### src/rtl/network_source_sched.sv
// network_source_sched: decodes host source opcodes into network timesteps, spikes, clears and pooled periodic stimuli
// Ports: clk, arstn (async active-low); src_valid/src_ready/src source word handshake;
//   out_ready pulses when a DEC is accepted; net_valid/net_ready timestep handshake; net_clr one-cycle clear;
//   net_inp per-input charges of the pending timestep; prdc_full all slots busy; prdc_drop sticky slot overflow.
// Define SRC_SAT_ACCUM_EN to sum same-cycle charges on one input with signed saturation.
module network_source_sched #(
    parameter int NUM_INP = 8,
    parameter int CHARGE_WIDTH = 8,
    parameter int RUN_WIDTH = 16,
    parameter int MAX_PERIOD = 255,
    parameter int MAX_NUM_PERIODS = 255,
    parameter int NUM_SLOTS = 4,
    localparam int IDX_W = NUM_INP > 1 ? $clog2(NUM_INP) : 1,
    localparam int PRD_W = $clog2(MAX_PERIOD + 1),
    localparam int NPR_W = $clog2(MAX_NUM_PERIODS + 1),
    localparam int FLD_W = IDX_W + CHARGE_WIDTH + PRD_W + NPR_W,
    localparam int SRC_WIDTH = 3 + (RUN_WIDTH > FLD_W ? RUN_WIDTH : FLD_W)
) (
    input  logic clk,
    input  logic arstn,
    input  logic src_valid,
    output logic src_ready,
    input  logic [SRC_WIDTH-1:0] src,
    output logic out_ready,
    input  logic net_ready,
    output logic net_valid,
    output logic net_clr,
    output logic signed [CHARGE_WIDTH-1:0] net_inp [NUM_INP],
    output logic prdc_full,
    output logic prdc_drop
);
    typedef enum logic [2:0] {NOP, RUN, SPK, CLR, DEC, SPK_PRDC, PRDC_STOP, RSVD} opc_t;
    localparam int T = SRC_WIDTH - 4;
    opc_t opc;
    logic step, wr, periodic, owned, found, n_drop;
    int sel;
    logic [IDX_W-1:0] f_idx;
    logic signed [CHARGE_WIDTH-1:0] f_chg;
    logic [PRD_W-1:0] f_prd;
    logic [NPR_W-1:0] f_num;
    logic [RUN_WIDTH-1:0] f_run, run_cnt, n_run;
    logic [NUM_SLOTS-1:0] s_vld, n_vld, s_inf, n_inf, fire, hit;
    logic [IDX_W-1:0] s_idx [NUM_SLOTS], n_idx [NUM_SLOTS];
    logic signed [CHARGE_WIDTH-1:0] s_chg [NUM_SLOTS], n_chg [NUM_SLOTS], n_inp [NUM_INP];
    logic [PRD_W-1:0] s_prd [NUM_SLOTS], n_prd [NUM_SLOTS], s_cnt [NUM_SLOTS], n_cnt [NUM_SLOTS];
    logic [NPR_W-1:0] s_rem [NUM_SLOTS], n_rem [NUM_SLOTS];
    assign f_idx = src[T -: IDX_W];
    assign f_chg = src[T-IDX_W -: CHARGE_WIDTH];
    assign f_prd = src[T-IDX_W-CHARGE_WIDTH -: PRD_W];
    assign f_num = src[T-IDX_W-CHARGE_WIDTH-PRD_W -: NPR_W];
    assign f_run = src[T -: RUN_WIDTH];
    assign src_ready = run_cnt <= RUN_WIDTH'(1);
    assign net_valid = run_cnt != '0;
    assign step = net_valid && net_ready;
    assign opc = src_valid && src_ready ? opc_t'(src[SRC_WIDTH-1 -: 3]) : NOP;
    assign out_ready = opc == DEC;
    assign prdc_full = &s_vld;
    assign wr = opc == SPK || opc == SPK_PRDC;
    // A zero period or a single repetition needs nothing beyond the immediate first charge
    assign periodic = f_prd != '0 && f_num != NPR_W'(1);
    always_comb begin
        n_vld = s_vld;
        n_inf = s_inf;
        n_idx = s_idx;
        n_chg = s_chg;
        n_prd = s_prd;
        n_cnt = s_cnt;
        n_rem = s_rem;
        hit = '0;
        fire = '0;
        sel = 0;
        owned = 1'b0;
        found = 1'b0;
        for (int i = 0; i < NUM_SLOTS; i++) begin
            hit[i] = s_vld[i] && s_idx[i] == f_idx;
            fire[i] = step && s_vld[i] && s_cnt[i] == s_prd[i] - PRD_W'(1);
            if (step && s_vld[i]) begin
                n_cnt[i] = fire[i] ? '0 : s_cnt[i] + PRD_W'(1);
                n_rem[i] = fire[i] && !s_inf[i] ? s_rem[i] - NPR_W'(1) : s_rem[i];
                n_vld[i] = !(fire[i] && !s_inf[i] && s_rem[i] == NPR_W'(1));
            end
            if (hit[i]) begin
                owned = 1'b1;
                sel = i;
            end
        end
        // Descending scan leaves sel on the lowest free slot
        if (!owned)
            for (int i = NUM_SLOTS - 1; i >= 0; i--)
                if (!s_vld[i]) begin
                    found = 1'b1;
                    sel = i;
                end
        if (opc == PRDC_STOP && owned)
            n_vld[sel] = 1'b0;
        if (opc == SPK_PRDC && periodic && (owned || found)) begin
            n_vld[sel] = 1'b1;
            n_idx[sel] = f_idx;
            n_chg[sel] = f_chg;
            n_prd[sel] = f_prd;
            n_cnt[sel] = '0;
            n_rem[sel] = f_num - NPR_W'(1);
            n_inf[sel] = f_num == '0;
        end
        n_drop = opc == CLR ? 1'b0 : prdc_drop || (opc == SPK_PRDC && periodic && !owned && !found);
        n_run = opc == RUN ? (f_run == '0 ? RUN_WIDTH'(1) : f_run) : step ? run_cnt - RUN_WIDTH'(1) : run_cnt;
    end
`ifdef SRC_SAT_ACCUM_EN
    localparam int SUM_W = CHARGE_WIDTH + $clog2(NUM_SLOTS + 2);
    localparam logic signed [SUM_W-1:0] S_MAX = SUM_W'((1 << (CHARGE_WIDTH - 1)) - 1);
    localparam logic signed [SUM_W-1:0] S_MIN = ~S_MAX;
    logic signed [SUM_W-1:0] sum;
    logic any;
    always_comb begin
        sum = '0;
        any = 1'b0;
        for (int j = 0; j < NUM_INP; j++) begin
            sum = '0;
            any = 1'b0;
            for (int i = 0; i < NUM_SLOTS; i++)
                if (fire[i] && s_idx[i] == IDX_W'(j)) begin
                    sum = sum + SUM_W'(s_chg[i]);
                    any = 1'b1;
                end
            if (wr && f_idx == IDX_W'(j)) begin
                sum = sum + SUM_W'(f_chg);
                any = 1'b1;
            end
            n_inp[j] = !any ? (step || opc == CLR ? '0 : net_inp[j]) :
                       sum > S_MAX ? CHARGE_WIDTH'(S_MAX) : sum < S_MIN ? CHARGE_WIDTH'(S_MIN) : CHARGE_WIDTH'(sum);
        end
    end
`else
    // Later writes win: higher slot fires over lower ones, the op over any fire
    always_comb begin
        for (int j = 0; j < NUM_INP; j++) begin
            n_inp[j] = step || opc == CLR ? '0 : net_inp[j];
            for (int i = 0; i < NUM_SLOTS; i++)
                if (fire[i] && s_idx[i] == IDX_W'(j))
                    n_inp[j] = s_chg[i];
            if (wr && f_idx == IDX_W'(j))
                n_inp[j] = f_chg;
        end
    end
`endif
    always_ff @(posedge clk or negedge arstn) begin
        if (!arstn) begin
            run_cnt <= '0;
            net_clr <= 1'b0;
            prdc_drop <= 1'b0;
            net_inp <= '{default: '0};
            s_vld <= '0;
            s_inf <= '0;
            s_idx <= '{default: '0};
            s_chg <= '{default: '0};
            s_prd <= '{default: '0};
            s_cnt <= '{default: '0};
            s_rem <= '{default: '0};
        end else begin
            run_cnt <= n_run;
            net_clr <= opc == CLR;
            prdc_drop <= n_drop;
            net_inp <= n_inp;
            s_vld <= n_vld;
            s_inf <= n_inf;
            s_idx <= n_idx;
            s_chg <= n_chg;
            s_prd <= n_prd;
            s_cnt <= n_cnt;
            s_rem <= n_rem;
        end
    end
endmodule

### config.mk
export PLATFORM = sky130hd
export DESIGN_NAME = network_source_sched
export DESIGN_NICKNAME = d
export VERILOG_FILES = /design/src/rtl/network_source_sched.sv
export SDC_FILE = /design/constraint.sdc
export NUM_CORES = 1
export LEC_CHECK = 0
export ABC_AREA = 1
export CORE_UTILIZATION = 55
export DETAILED_ROUTE_END_ITERATION = 7
export MAX_ROUTING_LAYER = met4
export PLACE_DENSITY = 0.78
export SYNTH_ARGS = -nofsm -noshare
export SYNTH_HDL_FRONTEND = slang
export SYNTH_SLANG_ARGS = --single-unit
### constraint.sdc
create_clock -name clk -period 2.3 [get_ports clk]
set_clock_uncertainty 0.1 [all_clocks]
set_input_delay 0.46 -clock clk [delete_from_list [all_inputs] [get_ports clk]]
set_output_delay 0.46 -clock clk [all_outputs]
set_load 0.03 [all_outputs]
# Word-level counts from Yosys, hierarchy flattened
# Cells that the tools add are included.
[classes] addsub=14 order_cmp=5 eq_ne=54 muxes=98 bitwise_logic=6 reduce_logical=103
[op_table] cell="2-to-1 mux 8 bit" n=58
[op_table] cell="2-to-1 mux 32 bit" n=9
[op_table] cell="bitwise mux 32 bit" n=3
[op_table] cell="subtractor 8 x 1 -> 8 bit, second input constant" n=9
[op_table] cell="logical AND 1 bit" n=70
[op_table] cell="== test 3 bit, second input constant" n=23
[op_table] cell="NOT 32 bit" n=2
[op_table] cell="2-to-1 mux 16 bit" n=3
[op_table] cell="nonzero test 6 bit" n=8
[op_table] cell="== test 3 x 2 -> 1 bit, second input constant" n=12
[op_table] cell="adder 8 x 1 -> 8 bit, second input constant" n=4
[op_table] cell="AND 32 bit" n=1
[op_table] cell="== test 8 x 1 -> 1 bit, second input constant" n=4
[op_table] cell="== test 8 bit" n=4
[op_table] cell="greater-or-equal comparator 32 x 1 -> 1 bit, second input constant" n=1
[op_table] cell="greater-or-equal comparator 32 x 3 -> 1 bit, second input constant" n=1
[op_table] cell="less-than comparator 32 x 1 -> 1 bit, second input constant" n=1
[op_table] cell="less-than comparator 32 x 4 -> 1 bit, second input constant" n=1
[op_table] cell="== test 3 x 1 -> 1 bit, second input constant" n=6
[op_table] cell="demux 8 bit (select 2 bit)" n=1
[op_table] cell="less-or-equal comparator 16 x 1 -> 1 bit, second input constant" n=1
[op_table] cell="zero test 16 bit" n=1
[op_table] cell="2-to-1 mux 1 bit" n=16
[op_table] cell="nonzero test 16 bit" n=1
[op_table] cell="other kinds (19)" n=40
[totals] reg_bits=230 in_bits=34 output_inout_bits=70 wordCells=313

# Longest topological paths before layout
# Gate-level depths: netlist of the first run.
[depth] word_depth=19 mapped_depth=21 depth_no_buf=20

# Worst setup path after synthesis of the first run
# OpenSTA, ideal clock, no wires.
[synth_timing] path_kind="reg2out" startpoint="register run_cnt[0]" endpoint="output out_ready" arrival_ns=2.037 required_ns=1.740 slack_ns=-0.297 stages_incl_launch_ff=7 n_path_buf=0 path_cell_list="dfrtp_1 > inv_1 > ha_1 > inv_1 > a211oi_2 > nand3_2 > nor4_1"
[synth_between] elab_chain_cells=4
[synth_rtl] item="start: declaration" line="41" text="logic [RUN_WIDTH-1:0] f_run, run_cnt, n_run;"
[synth_rtl] item="start signal: assignment" line="160" text="run_cnt <= n_run;"
[synth_rtl] item="less-or-equal comparator 16 x 1 -> 1 bit" line="52" text="assign src_ready = run_cnt <= RUN_WIDTH'(1);"
[synth_rtl] item="logical AND 1 bit" line="55" text="assign opc = src_valid && src_ready ? opc_t'(src[SRC_WIDTH-1 -: 3]) : NOP;"
[synth_rtl] item="2-to-1 mux 3 bit" line="55"
[synth_rtl] item="== test 3 bit" line="56" text="assign out_ready = opc == DEC;"
[synth_rtl] item="end: declaration" line="24" text="output logic out_ready,"
# No other way between the ends.

==> results.ini, run 1 <==
[run_status]
outcome = complete, but fails checks
violations = DRC, setup timing

[clocking]
clock_latency_ns = 0.56
clk_pin_slew_ns = 0.06
clk_path_buf_depth = 3
root_buffer = clkbuf_16
cts_tree = done
cts_num_sinks = 230
htreeDepth = 1
cts_buffers = 28

[setup_path]
cpPeakStageDelay_ns = 0.59
critical_path_class = in2reg
crit_path_start_kind = primary input
slowest_stage = clkdlybuf4s50_1
worstRegToRegCells = 15
critPathMaxFanout = 7
cp.required_ns = 2.63
path_buf_inv = 4
crit_end = s_rem[25]$_DFF_PN0_
crit_chain = clkdlybuf4s50_1, inv_2, nand2_1, nand2_1, nor3_1, nand2_1, inv_1, nor2_2, nand2_2, o21ai_4, nor2_2, nand2_4, buf_4, nand2_1, o21ai_0
crit_family = simple AND/OR/NAND/NOR gates
end_kind = flip-flop
r2r_slack_ns = -0.39
cp_num_cells = 15
cp_common_cell = nand2_1
cp-startpoint = src[25]
rr_startpoint = run_cnt[0]$_DFFE_PN0P_
arrival_ns = 3.02
r2r_end = net_inp[47]$_DFFE_PN0P_

[synth]
ys_ff_latch = 230
syn-num-nets = 2549
synth_edf_count = 0
synth.avg_cell_area_um2 = 6.577
syn_area_um2 = 16400
yosys_warnings = 0
yosysSeqAreaShare = 0.3509
synth_ff_type = dfrtp_1
ys_async_sr_fraction = 1.000
ys_types = 53
postSynthCellCount = 2494

[global_route]
grt_pass1_vias = 18220
grt_use_total = 0.4092
grt_pass1_wl_mm = 95.50
grt_max_degree = 52
grt_overflow = 0
grt_antenna_before_repair = 0

[min_path]
hold_path.class = in2async

[floorplan]
core_area_um2 = 29010
start_util = 0.5654
dieArea_um2 = 30520
fp.dieH_um = 174.7
io_pins = 104
die_w_um = 174.7
rows = 62

[sta]
tightestPinTransition_ns = 0.7141
worst_slack_ns = -0.3925
setup_violations = 231
fmax_ghz = 0.3714
fin_crit_ns = 2.693
slew-limit-headroom = 0.5195
fin_crit_sh = 1.171
finalHoldViolations = 0
rsz0062_at_grt = yes
maxSlewViolCount = 0

[power]
max-vdd-ir-drop_v = 0.0007209
leakage_uw = 0.01217
power_density_nw_per_um2 = 506.1
p_total_uw = 11820

[layout]
final_common_cell = nand2_1
antenna_cells = 0
final_nets = 2965
area_growth_pct = 42.41
final_layout_size_suffix_gt1_frac = 0.2596
layout_common_cells = 798 x nand2_1, 274 x buf_4, 273 x inv_1, 227 x dfrtp_1, 151 x nor2_1
nFillCells = 1892

[placement]
finalWeightedCongestion = 1.039
portBuffers = 103
post-place-ws_ns = -0.6614
dpl.hpwl_mm = 43.77

[route]
viasPerCell = 5.874
wl_per_cell_um = 19.76
drt_first_pass_iters = 8
drc = 7
drt_iter0_drc = 2490
ant_nets = 0
vias = 19470
wl_mm = 65.50

[flow_run]
drv_cap = 0

## cell usage after synthesis, types with 2 or more instances
library cell,instances,area share
buf_4,8,0.0037
clkbuf_1,21,0.0048
a41oi_1,2,0.0011
ha_1,21,0.016
a31oi_1,7,0.0027
o211ai_1,7,0.0032
inv_1,296,0.068
a21oi_2,2,0.0011
nor3_2,3,0.0018
nor2_4,13,0.0089
a21oi_1,75,0.023
o21ai_2,2,0.0011
nand2_2,9,0.0034
nand4_1,123,0.047
dfrtp_1,230,0.35
buf_2,38,0.012
a211oi_1,4,0.0018
a211oi_2,2,0.0015
xor2_1,44,0.023
o21ai_1,86,0.026
nand3b_1,2,0.00092
nand4_2,6,0.0046
nor2_1,169,0.039
nor2_2,22,0.0084
nor3_1,32,0.0098
nor3_4,3,0.0030
o21ai_4,2,0.0020
buf_1,11,0.0025
or2_2,6,0.0023
nand3_2,11,0.0067
clkinv_1,2,0.00046
o221ai_1,7,0.0037
xnor2_1,22,0.012
nand2_1,894,0.20
inv_2,35,0.0080
o21ai_0,140,0.043
buf_6,4,0.0027
nor4_1,10,0.0038
nand2_4,4,0.0027
nand3_1,106,0.032
## through the flow
stage | hold WS (ns) | cell area [µm²] | cells | util | setup TNS, ns
after floorplan | 0.06441 | 16420 | 2494 | - | -0.01642
after global placement | 0.2991 | 19860 | 3178 | 0.6844 | -98.19
after detailed placement | 0.3032 | 19860 | 3178 | 0.6844 | -112.60
after CTS | 0.3161 | 22310 | 3283 | 0.7688 | -44.94
after global routing | 0.3530 | 23360 | 3315 | 0.8052 | -89.56
final | 0.3117 | 23360 | 3315 | 0.8052 | -67.64
## sequential cells by signal, summed over array words and instances, names as in the netlist, 4 cells and up
register,cells
s_inf,4
s_vld,4
s_cnt,32
s_rem,32
s_idx,12
s_prd,32
net_inp,64
run_cnt,16
s_chg,32
## final cells by class
type | instances | area (µm²) | area share
Clock buffer | 40 | 827.0 | 0.03540
Clock inverter | 11 | 221.5 | 0.009480
Inverter | 333 | 1292 | 0.05533
Multi-Input combinational cell | 1852 | 10240 | 0.4384
Sequential cell | 230 | 5759 | 0.2465
Tap cell | 384 | 480.5 | 0.02057
Timing Repair Buffer | 464 | 4531 | 0.1939
Timing Repair inverter | 1 | 7.507 | 0.0003214
## kinds of logic after synthesis
| logic type | Yosys count | synth area share |
|---|---|---|
| compound gates | 341 | 0.1124 |
| xor+xnor | 66 | 0.03524 |
| fa+ha+maj | 21 | 0.01602 |
| buf+inv | 415 | 0.1015 |
| flops | 230 | 0.3509 |
| mux | 1 | 0.0006102 |
| simple gates | 1420 | 0.3834 |
## report_power, final
part           leakage (µW)  switching, µW  internal [µW]
sequential          0.00306            207           4250
clock              0.000505           1860           3170
combinational       0.00860           1300           1030
## worst min path at each step
| stage | slack, ns | cells past startpoint | start | end |
|---|---|---|---|---|
| after global placement | 0.30 | 1 | arstn | s_cnt[26]$_DFF_PN0_ |
| after CTS | 0.32 | 2 | arstn | s_prd[29]$_DFFE_PN0P_ |
| after detailed placement | 0.30 | 1 | arstn | s_cnt[26]$_DFF_PN0_ |
| after global routing | 0.35 | 2 | arstn | s_prd[26]$_DFFE_PN0P_ |
| after floorplan | 0.06 | 0 | arstn | net_clr$_DFF_PN0_ |
| final | 0.31 | 2 | arstn | s_prd[26]$_DFFE_PN0P_ |
## worst register-to-register path, stage by stage, from the launching register on
cell	delay [ns]
dfrtp_1	0.39
buf_6	0.13
ha_4	0.14
inv_4	0.04
a211oi_4	0.25
nand3_2	0.15
buf_4	0.17
inv_2	0.07
nand4_1	0.17
nand2_4	0.22
nand3_4	0.14
buf_4	0.19
o21ai_0	0.17
inv_1	0.07
nand2_1	0.08
nand2_1	0.06
## repair_timing
item / in CTS / in global routing
endpoints found under the setup margin: 224 / 233
gates cloned: 8 / 15
resized for setup: 250 / 183
hold endpoints to repair: 43 / 0
hold buffers: 1 / 0
setup buffers: 45 / 17
pin swaps: 67 / 77
## per-layer routing
layer	vias to the layer above	wire length, µm	track usage
li1	8856	-	-
met1	9081	24500	0.5278
met2	1222	29140	0.6268
met3	314	8255	0.09356
met4	0	3605	0.1529
met5	-	0	-
No activity file was read; power rests on OpenSTA's default activity.
==> run 2: changes to the inputs <==
--- a/config.mk
+++ b/config.mk
@@ -7,6 +7,7 @@
 export LEC_CHECK = 0
 export ABC_AREA = 1
 export CORE_UTILIZATION = 55
+export CTS_CLUSTER_SIZE = 20
 export DETAILED_ROUTE_END_ITERATION = 7
 export MAX_ROUTING_LAYER = met4
 export PLACE_DENSITY = 0.78
==> results.ini, run 2 (synthesized netlist as in run 1, its figures left out) <==
[power]
leakage_uw = 0.01217
p_total_uw = 11820
max-vdd-ir-drop_v = 0.0007236
power_density_nw_per_um2 = 505.8

[route]
wl_mm = 65.41
drc = 18
wl_per_cell_um = 19.73
drt_iter0_drc = 2407
viasPerCell = 5.871
ant_nets = 0
vias = 19460
drt_first_pass_iters = 8

[setup_path]
crit_path_start_kind = flip-flop
arrival_ns = 3.04
cp.required_ns = 2.64
critPathMaxFanout = 7
critical_path_class = reg2reg
end_kind = flip-flop

[floorplan]
core_area_um2 = 29010
io_pins = 104
die_w_um = 174.7
start_util = 0.5654
rows = 62
dieArea_um2 = 30520
fp.dieH_um = 174.7

[global_route]
grt_pass1_vias = 18220
grt_antenna_before_repair = 0
grt_pass1_wl_mm = 95.50
grt_max_degree = 52
grt_overflow = 0
grt_use_total = 0.4092

[layout]
seq_area_um2 = 5759
final_nets = 2965
area_growth_pct = 42.41
fin_cells = 3315
antenna_cells = 0
regMostFlops = net_inp
final_common_cell = nand2_1
nFillCells = 1892
final_layout_size_suffix_gt1_frac = 0.2596
largest_reg_flops = 64
multi_input_area_um2 = 10240
layout_common_cells = 798 x nand2_1, 274 x buf_4, 273 x inv_1, 227 x dfrtp_1, 151 x nor2_1

[clocking]
clk_path_buf_depth = 3
clock_latency_ns = 0.56
htreeDepth = 1
root_buffer = clkbuf_16
cts_num_sinks = 230
cts_tree = done
cts_buffers = 28
clk_pin_slew_ns = 0.06

[run_status]
violations = DRC, setup timing
outcome = complete, but fails checks

[sta]
fin_crit_sh = 1.177
worst_slack_ns = -0.4076
slew-limit-headroom = 0.5091
fin_crit_ns = 2.708
tightestPinTransition_ns = 0.7297
rsz0062_at_grt = yes
hold_slack_ns = 0.3105
finalHoldViolations = 0
fmax_ghz = 0.3693
maxSlewViolCount = 0
setup_tns_ns = -67.24
setup_violations = 231

[placement]
dpl.hpwl_mm = 43.77
post-place-ws_ns = -0.6614
portBuffers = 103
dpl.cell_count = 3178
finalWeightedCongestion = 1.039

[flow_run]
drv_cap = 0

[min_path]
hold_path.class = in2async

[run 2: cell counts in the layout (fill, tap and decap cells not counted)]
Identical to the previous run, type by type.
[run 2: area by class of cell]
class | instances | share of cell area
Multi-Input combinational cell | 1852 | 0.4384
Sequential cell | 230 | 0.2465
Timing Repair Buffer | 464 | 0.1939
Inverter | 333 | 0.05533
Clock buffer | 40 | 0.03540
Tap cell | 384 | 0.02057
Clock inverter | 11 | 0.009480
Timing Repair inverter | 1 | 0.0003214
[run 2: routing by layer]
layer / track usage / routed length (µm) / vias up / share of wire
li1: - / - / 8850 / -
met1: 0.5278 / 24760 / 9108 / 0.38
met2: 0.6268 / 28990 / 1188 / 0.44
met3: 0.09356 / 8046 / 318 / 0.12
met4: 0.1529 / 3616 / 0 / 0.055
met5: - / 0 / - / 0
[run 2: path summary, 6_finish.rpt]
check / start / to / slack [ns] / cells after the start
max in group asynchronous: arstn / s_prd[10]$_DFFE_PN0P_ / 1.13 / 3
min in group clk: net_inp[53]$_DFFE_PN0P_ / net_inp[53]$_DFFE_PN0P_ / 0.38 / 2
max: run_cnt[0]$_DFFE_PN0P_ / s_prd[4]$_DFFE_PN0P_ / -0.41 / 14
min: arstn / s_cnt[30]$_DFF_PN0_ / 0.31 / 2
min reg2reg: net_inp[53]$_DFFE_PN0P_ / net_inp[53]$_DFFE_PN0P_ / 0.38 / 2
max reg2reg: run_cnt[0]$_DFFE_PN0P_ / s_prd[4]$_DFFE_PN0P_ / -0.41 / 14
[run 2: critical path: stages (launching register included)]
cell	delay, ns
dfrtp_1	0.39
buf_6	0.13
ha_4	0.14
inv_4	0.04
a211oi_4	0.25
nand3_2	0.16
buf_4	0.18
nor3_2	0.10
nand4_1	0.23
nor2_4	0.19
buf_12	0.20
nand2_8	0.13
clkbuf_16	0.19
nand2_1	0.07
o21ai_1	0.09
[run 2: per-stage QoR]
stage	utilization	cell area [µm²]
after global routing	0.8052	23360
after global placement	0.6844	19860
after CTS	0.7688	22310
after detailed placement	0.6844	19860
after floorplan	-	16420
final	0.8052	23360
[run 2: where the power goes]
group	switching (µW)	internal [µW]	total, µW
logic	1300	1030	2330
clock network	1860	3170	5030
registers	207	4250	4460
[run 2: timing repair]
item                                    CTS  global route
gates resized for setup                 250           183
endpoints found under the setup margin  224           233
setup buffers                            45            17
pin swaps                                67            77
gates cloned                              8            15
hold endpoints to repair                 43             0
hold buffers                              1             0
